`src/rtl/rst_seq.sv`:
```
`default_nettype none
// ============================================================================
// Module   : rst_seq
// Brief    : Power-good qualified reset sequencer that releases NUM_RST
//            active-low resets in ascending order with a programmable gap.
// Revision : 1.0
// ============================================================================
module rst_seq #(
    parameter int NUM_RST      = 2,
    parameter int STAGE_CYCLES = 5,
    parameter int SYNC_STAGES  = 2,
    parameter int CNT_W        = 16
) (
    input  logic               cpu_clock,
    input  logic               cpu_rst_n,
    input  logic               pwr_ok,
    input  logic               sw_rst_req,
    input  logic [NUM_RST-1:0] hold,
    output logic [NUM_RST-1:0] rst_n_out,
    output logic               seq_busy,
    output logic               seq_done,
    output logic [7:0]         seq_count
);

    localparam int IDX_W = (NUM_RST > 1) ? $clog2(NUM_RST) : 1;

    localparam logic [CNT_W-1:0]   c_reload   = CNT_W'(STAGE_CYCLES - 1);
    localparam logic [IDX_W-1:0]   c_last_idx = IDX_W'(NUM_RST - 1);
    localparam logic [NUM_RST-1:0] c_one      = NUM_RST'(1);
    localparam logic [7:0]         c_cnt_max  = 8'hFF;

    localparam logic [1:0] S_RESET = 2'd0;
    localparam logic [1:0] S_WAIT  = 2'd1;
    localparam logic [1:0] S_DONE  = 2'd2;

    // Parameter legality is enforced at elaboration time.
    generate
        if ((STAGE_CYCLES >> CNT_W) != 0) begin : g_bad_cnt_w
            $error("rst_seq: STAGE_CYCLES does not fit in CNT_W bits");
        end
        if (STAGE_CYCLES < 1) begin : g_bad_stage
            $error("rst_seq: STAGE_CYCLES must be >= 1");
        end
        if (NUM_RST < 1 || NUM_RST > 16) begin : g_bad_num
            $error("rst_seq: NUM_RST must be in 1..16");
        end
        if (SYNC_STAGES < 2) begin : g_bad_sync
            $error("rst_seq: SYNC_STAGES must be >= 2");
        end
    endgenerate

    logic [SYNC_STAGES-1:0] r_pwr_sync;
    logic                   w_pwr_s;
    logic                   w_abort;
    logic [1:0]             r_state;
    logic [IDX_W-1:0]       r_idx;
    logic [CNT_W-1:0]       r_cnt;
    logic [NUM_RST-1:0]     r_rst_n;
    logic                   r_busy;
    logic                   r_done;
    logic [7:0]             r_seq_count;

    always_ff @(posedge cpu_clock or negedge cpu_rst_n) begin
        if (!cpu_rst_n) begin
            r_pwr_sync <= '0;
        end else begin
            r_pwr_sync <= {r_pwr_sync[SYNC_STAGES-2:0], pwr_ok};
        end
    end

    assign w_pwr_s = r_pwr_sync[SYNC_STAGES-1];
    assign w_abort = !w_pwr_s || sw_rst_req;

    // Abort is tested before release so it wins on a shared edge.
    always_ff @(posedge cpu_clock or negedge cpu_rst_n) begin
        if (!cpu_rst_n) begin
            r_state     <= S_RESET;
            r_idx       <= '0;
            r_cnt       <= '0;
            r_rst_n     <= '0;
            r_busy      <= 1'b0;
            r_done      <= 1'b0;
            r_seq_count <= '0;
        end else begin
            case (r_state)
                S_RESET: begin
                    r_rst_n <= '0;
                    r_done  <= 1'b0;
                    if (!w_abort) begin
                        r_state <= S_WAIT;
                        r_cnt   <= c_reload;
                        r_idx   <= '0;
                        r_busy  <= 1'b1;
                    end else begin
                        r_busy  <= 1'b0;
                    end
                end
                S_WAIT: begin
                    if (w_abort) begin
                        r_state <= S_RESET;
                        r_rst_n <= '0;
                        r_busy  <= 1'b0;
                        r_done  <= 1'b0;
                    end else if (r_cnt != '0) begin
                        r_cnt <= r_cnt - CNT_W'(1);
                    end else if (!hold[r_idx]) begin
                        r_rst_n <= r_rst_n | (c_one << r_idx);
                        if (r_idx == c_last_idx) begin
                            r_state <= S_DONE;
                            r_busy  <= 1'b0;
                            r_done  <= 1'b1;
                            if (r_seq_count != c_cnt_max) begin
                                r_seq_count <= r_seq_count + 8'd1;
                            end
                        end else begin
                            r_idx <= r_idx + IDX_W'(1);
                            r_cnt <= c_reload;
                        end
                    end
                end
                S_DONE: begin
                    if (w_abort) begin
                        r_state <= S_RESET;
                        r_rst_n <= '0;
                        r_busy  <= 1'b0;
                        r_done  <= 1'b0;
                    end
                end
                default: begin
                    r_state <= S_RESET;
                    r_rst_n <= '0;
                    r_busy  <= 1'b0;
                    r_done  <= 1'b0;
                end
            endcase
        end
    end

    assign rst_n_out = r_rst_n;
    assign seq_busy  = r_busy;
    assign seq_done  = r_done;
    assign seq_count = r_seq_count;

endmodule
`default_nettype wire

```
`config.mk`:
```
export PLATFORM = sky130hd
export DESIGN_NAME = rst_seq
export DESIGN_NICKNAME = d
export VERILOG_FILES = /design/src/rtl/rst_seq.sv
export SDC_FILE = /design/constraint.sdc
export NUM_CORES = 1
export LEC_CHECK = 0
export CELL_PAD_IN_SITES_DETAIL_PLACEMENT = 1
export CELL_PAD_IN_SITES_GLOBAL_PLACEMENT = 2
export CORE_MARGIN = 10
export CORE_UTILIZATION = 38
export DETAILED_ROUTE_END_ITERATION = 16
export PLACE_DENSITY_LB_ADDON = 0.1
export SETUP_SLACK_MARGIN = 0.2
export SLEW_MARGIN = 20
export SYNTH_ARGS = -nofsm -noshare
export SYNTH_HDL_FRONTEND = slang
export SYNTH_SLANG_ARGS = --single-unit
export TNS_END_PERCENT = 50
```
`constraint.sdc`:
```
create_clock -name cpu_clock -period 3 [get_ports cpu_clock]
set_input_delay 0.6 -clock cpu_clock [delete_from_list [all_inputs] [get_ports cpu_clock]]
set_output_delay 0.6 -clock cpu_clock [all_outputs]
set_load 0.05 [all_outputs]
```
# Word-level counts from Yosys, hierarchy flattened
# Index checks and enable logic that the tools add are counted.
# Widths: inputs -> output; s select.
[totals]
reg_bits = 33
inputBits = 6
output_inout_bits = 12
wordCells = 78
[classes]
n_addsub = 3
n_lt_le_gt_ge = 1
n_eq_ne = 13
shifts = 1
muxes = 37
bitwise_logic = 4
reduce_logical = 11
[ops]
columns = ["cell", "count"]
rows = [
  ["$mux 16", 5],
  ["$pmux 16 s2", 1],
  ["$mux 2", 9],
  ["$mux 1", 17],
  ["$reduce_bool 16->1", 1],
  ["$sub 16x1->16 const B", 1],
  ["$ne 3x3->1 const B", 5],
  ["$reduce_and 5->1", 3],
  ["$ne 2x2->1 const B", 5],
  ["$add 8x1->8 const B", 1],
  ["$ne 8x8->1 const B", 1],
  ["$pmux 2 s3", 1],
  ["$reduce_and 6->1", 1],
  ["$pmux 1 s2", 2],
  ["$pmux 2 s2", 1],
  ["$reduce_and 4->1", 1],
  ["$not 1->1", 3],
  ["$pmux 1 s3", 1],
  ["$reduce_and 3->1", 1],
  ["$eq 2x1->1 const B", 1],
  ["$eq 2x2->1 const B", 1],
  ["$logic_not 2->1", 1],
  ["$lt 1x2->1 const B", 1],
  ["$or 2x2->2", 1],
  ["5 further kinds", 5],
]

# Longest topological paths before layout
[depth]
ltp_word = 6
ltp_mapped = 8
mapped_depth_nobuf = 7

# Worst setup path before layout
# No wires, ideal clock.
[synth_path]
path_type = "flip-flop to flip-flop"
start = "register r_seq_count[0] (netlist: seq_count[0])"
end = "register r_seq_count[1] (netlist: seq_count[1])"
setup_ns = 0.125
arrival_time_ns = 2.002
required_time_ns = 2.875
slack_ns = 0.873
stages_incl_launch_ff = 6
n_path_buf = 0
period_less_slack_ns = 2.127
cell_sequence = "dfrtp_1 ha_1 and3_1 a311o_1 nor3_4 mux2_2"
[synth_between]
elab_chain_len = 2
elab_cells_between_ends = 3
cone_classes = "add/sub (1); eq/ne (1); reduce/logical (1)"
[synth_rtl]
columns = ["element", "line_no", "source"]
rows = [
  ["start: declaration", "61", "logic [7:0] r_seq_count;"],
  ["start signal: assignment", "113", "r_seq_count <= r_seq_count + 8'd1;"],
  ["branches (longest 2 deep; another with $add 8x1->8)", "-", ""],
]
# Parallel ways; which one is timed is not known.
# A chain may end at the register's enable or synchronous reset.

# Worst setup path after layout
[layout_path]
start = "register r_cnt[0]"
end = "register r_seq_count[1] (netlist: seq_count[1])"
[layout_between]
elab_chain_len = 3
[layout_rtl]
columns = ["element", "line_no", "source"]
rows = [
  ["start: declaration", "57", "logic [CNT_W-1:0] r_cnt;"],
  ["start signal: assignment", "91", "r_cnt <= c_reload;"],
  ["start signal: assignment", "105", "r_cnt <= r_cnt - CNT_W'(1);"],
  ["start signal: assignment", "117", "r_cnt <= c_reload;"],
  ["$reduce_bool 16->1", "104", "end else if (r_cnt != '0) begin"],
  ["$not 1->1 (no source line)", "-", ""],
  ["$reduce_and 6->1 (no source line)", "-", ""],
]
# Every way passes these cells.

==> flow_summary_export.csv <==
group,metric,value,unit
clocking,cts_resized,0,
synthesis,synth_compound_area_share,16.06,%
die,core_area,4414,um^2
routing,avgViaCountPerCell,5.900,
global_route,grt_max_degree,34,
clocking,root_buffer,"clkbuf_8",
synthesis,synthMuxAreaShare,0.6397,%
timing,maxClockFrequency,448.1,MHz
final_layout,postLayoutCoreUtil,46.94,%
clocking,clk_path_buf_depth,2,
min_path,min_delay_worst_endpoint,"r_pwr_sync[1]",
synthesis,ys_async_sr_fraction,100.0,%
global_route,grt_overflow,0,
synthesis,synth_xor_area_share,4.975,%
clocking,cts_setup_buffers,0,
setup_path,crit_required,3.17,ns
die,die_w,88.07,um
synthesis,synth_cell_types,45,
synthesis,syn_avg_cell_area,9.946,um^2
final_layout,drive_above_1_share,13.07,%
routing,wire_per_inst,18.14,um
setup_path,worstPathMaxFanout,8,
synthesis,syn_inst,177,
clocking,clk_pin_slew,0.07,ns
placed_design,place_congestion,0.8101,
clocking,h-tree-depth,2,
die,initial_core_util,39.88,%
timing,hold_viol,0,
routing,drt_iter0_drc,79,
synthesis,synth-edff-count,0,
flow_run,timing.max_cap.violations,0,
min_path,hp-class,"flop to flop",
synthesis,netlist_area,1760,um^2
timing,finClkSkew,0.006859,ns
synthesis,yosysTopAreaCell,"dfrtp_1",
routing,vias,1481,
routing,finalWirelength,4.553,mm
clocking,hold_buffers,0,
die,dieArea,7755,um^2
setup_path,endpoint_kind,"flop",
power_and_ir_drop,p_per_area,550.4,nW/um^2
timing,min_period,2.232,ns
setup_path,r2r-start,"r_cnt[0]",
power_and_ir_drop,vdd_drop_max,0.0002492,V
synthesis,synthFlopType,"dfrtp_1",
setup_path,cp-start-kind,"flop",
timing,rsz0062_at_grt,"false",
routing,dr.pass1.iters,4,
placed_design,dp_hpwl,3.338,mm
routing,route.antenna.remaining_nets,0,
synthesis,yosys.area_share.adder,1.421,%
clocking,numCtsBuffers,5,
timing,finalCritPeriodShare,74.39,%
die,die_h,88.07,um
setup_path,reg2regPathDepth,6,
global_route,grt_pass1_vias,1623,
final_layout,area_delta_synth_final,17.70,%
synthesis,syn-num-nets,185,
setup_path,crit_type,"flop to flop",
routing,drc_errors,0,
timing,max_slew_margin,60.97,%
setup_path,r2r-end,"seq_count[1]",
synthesis,yosysSeqAreaShare,46.91,%
placed_design,portBuffers,17,
min_path,hold_start,"r_pwr_sync[0]",
synthesis,yosysWarningCount,0,
global_route,grt_pass1_wl,7.983,mm
clocking,clkLatencyLatePin,0.29,ns
final_layout,nets,206,
timing,drv_slew,0,
die,pin_count,18,
power_and_ir_drop,leakagePower,0.8604,nW
synthesis,synth_top_family_by_area,"simple AND/OR/NAND/NOR gates",
outcome,outcome,"finished clean",
synthesis,synth_top_area_share,46.91,%
timing,worst_pin_slew,0.5801,ns
synthesis,synth.area.top_cells,"dfrtp_1 (47%), a21oi_1 (4.5%), xnor2_1 (4.0%)",
clocking,cts_tree,"yes",
setup_path,rrSetupSlack,0.77,ns
synthesis,yosys.area_share.simple,27.72,%
timing,final-setup-viol-count,0,
die,rows,24,
timing,fin_tns_setup,0,ns
final_layout,antenna_cells,0,
global_route,grt_usage,12.84,%
global_route,antenna_found_initial,0,
min_path,hold_depth,0,
clocking,cts_sinks,33,
setup_path,cp.arrival,2.40,ns
synthesis,synth_seq_cells,33,
-- through the flow --
stage / total power [mW] / instances / instance area [um^2] / setup slack (ns) / hold slack (ns)
floorplan: 0.7273 / 177 / 1760 / 0.8735 / 0.3044
global placement: 0.8015 / 243 / 1986 / 0.4857 / 0.3339
detailed placement: 0.8098 / 243 / 1986 / 0.4498 / 0.3381
CTS: 1.151 / 251 / 2072 / 0.7338 / 0.3558
global route: 1.208 / 251 / 2072 / 0.5516 / 0.3770
finish: 1.140 / 251 / 2072 / 0.7682 / 0.3561
-- worst max-delay path: stages (launching register included) --
cell and delay (ns):
dfrtp_1 0.42, inv_1 0.07, ha_1 0.26, nor4b_2 0.31, nand4_2 0.27, nor3_4 0.41
mux2_2 0.38
-- synthesized netlist by cell type (2+ instances only) --
cell and number:
dfrtp_1 33, nor2_1 18, a21oi_1 16, nand2_1 12, o21ai_0 9, xnor2_1 8
inv_1 6, nand4_1 6, o31ai_1 6, nand2b_1 5, and3_1 4, nor3_1 4
nor4_1 4, nand3_1 3, nor2b_1 3, or3_1 3, clkbuf_2 2, ha_1 2
nor3b_1 2, nor4b_2 2, o21ai_2 2, or4_1 2, or4_4 2, xor2_1 2
-- registers in the layout, indices dropped and copies added (netlist names) --
| name | flops |
|---|---|
| seq_count | 8 |
| r_cnt | 16 |
| r_idx | 1 |
| r_state | 2 |
| seq_busy | 1 |
| r_pwr_sync | 2 |
| rst_n_out | 2 |
| seq_done | 1 |
-- routing by layer --
| layer | GRT usage [%] | routed length (um) |
|---|---|---|
| met1 | 15.48 | 2045 |
| met2 | 20.90 | 2222 |
| met4 | 4.708 | 84 |
| met5 | 0 | 0 |
| met3 | 4.178 | 201 |
-- final cells by class --
| type | instances | area, um^2 |
|---|---|---|
| Clock buffer | 5 | 68.82 |
| Tap cell | 52 | 65.06 |
| Multi-Input combinational cell | 134 | 894.6 |
| Timing Repair Buffer | 18 | 177.7 |
| Clock inverter | 3 | 17.52 |
| Sequential cell | 33 | 825.8 |
| Fill cell | 506 | 2342 |
| Inverter | 6 | 22.52 |
-- cell families (layout without fill, tap and decap cells) --
family,count (synthesis),after routing
compound gates,43,43
buf+inv,10,32
xor+xnor,10,10
fa+ha+maj,2,2
mux,1,1
flops,33,33
simple gates,78,78
-- how the worst max path moves through the flow --
| stage | start | end | slack [ns] | depth (start not counted) |
|---|---|---|---|---|
| global placement | sw_rst_req | seq_count[1] | 0.49 | 5 |
| detailed placement | sw_rst_req | seq_count[1] | 0.45 | 5 |
| floorplan | seq_count[0] | seq_count[1] | 0.87 | 5 |
| finish | r_cnt[0] | seq_count[1] | 0.77 | 6 |
| CTS | r_cnt[0] | seq_count[1] | 0.73 | 6 |
| global route | r_cnt[0] | seq_count[1] | 0.55 | 6 |
-- cell usage in the layout, fill, tap and decap left out, types with 5 or more instances in the layout --
master	count
clkdlybuf4s50_1	17
o21ai_0	9
nand2b_1	5
o31ai_1	6
xnor2_1	8
clkbuf_8	5
nand2_1	12
inv_1	6
nor2_1	18
dfrtp_1	33
nand4_1	6
a21oi_1	16
-- where the power goes --
group          internal (mW)  switching (mW)  leakage (nW)  total, mW
Clock                  0.160           0.173        0.0439      0.333
Sequential             0.480          0.0518         0.446      0.532
Combinational          0.104           0.172         0.370      0.275
(Power assumes the default switching activity.)
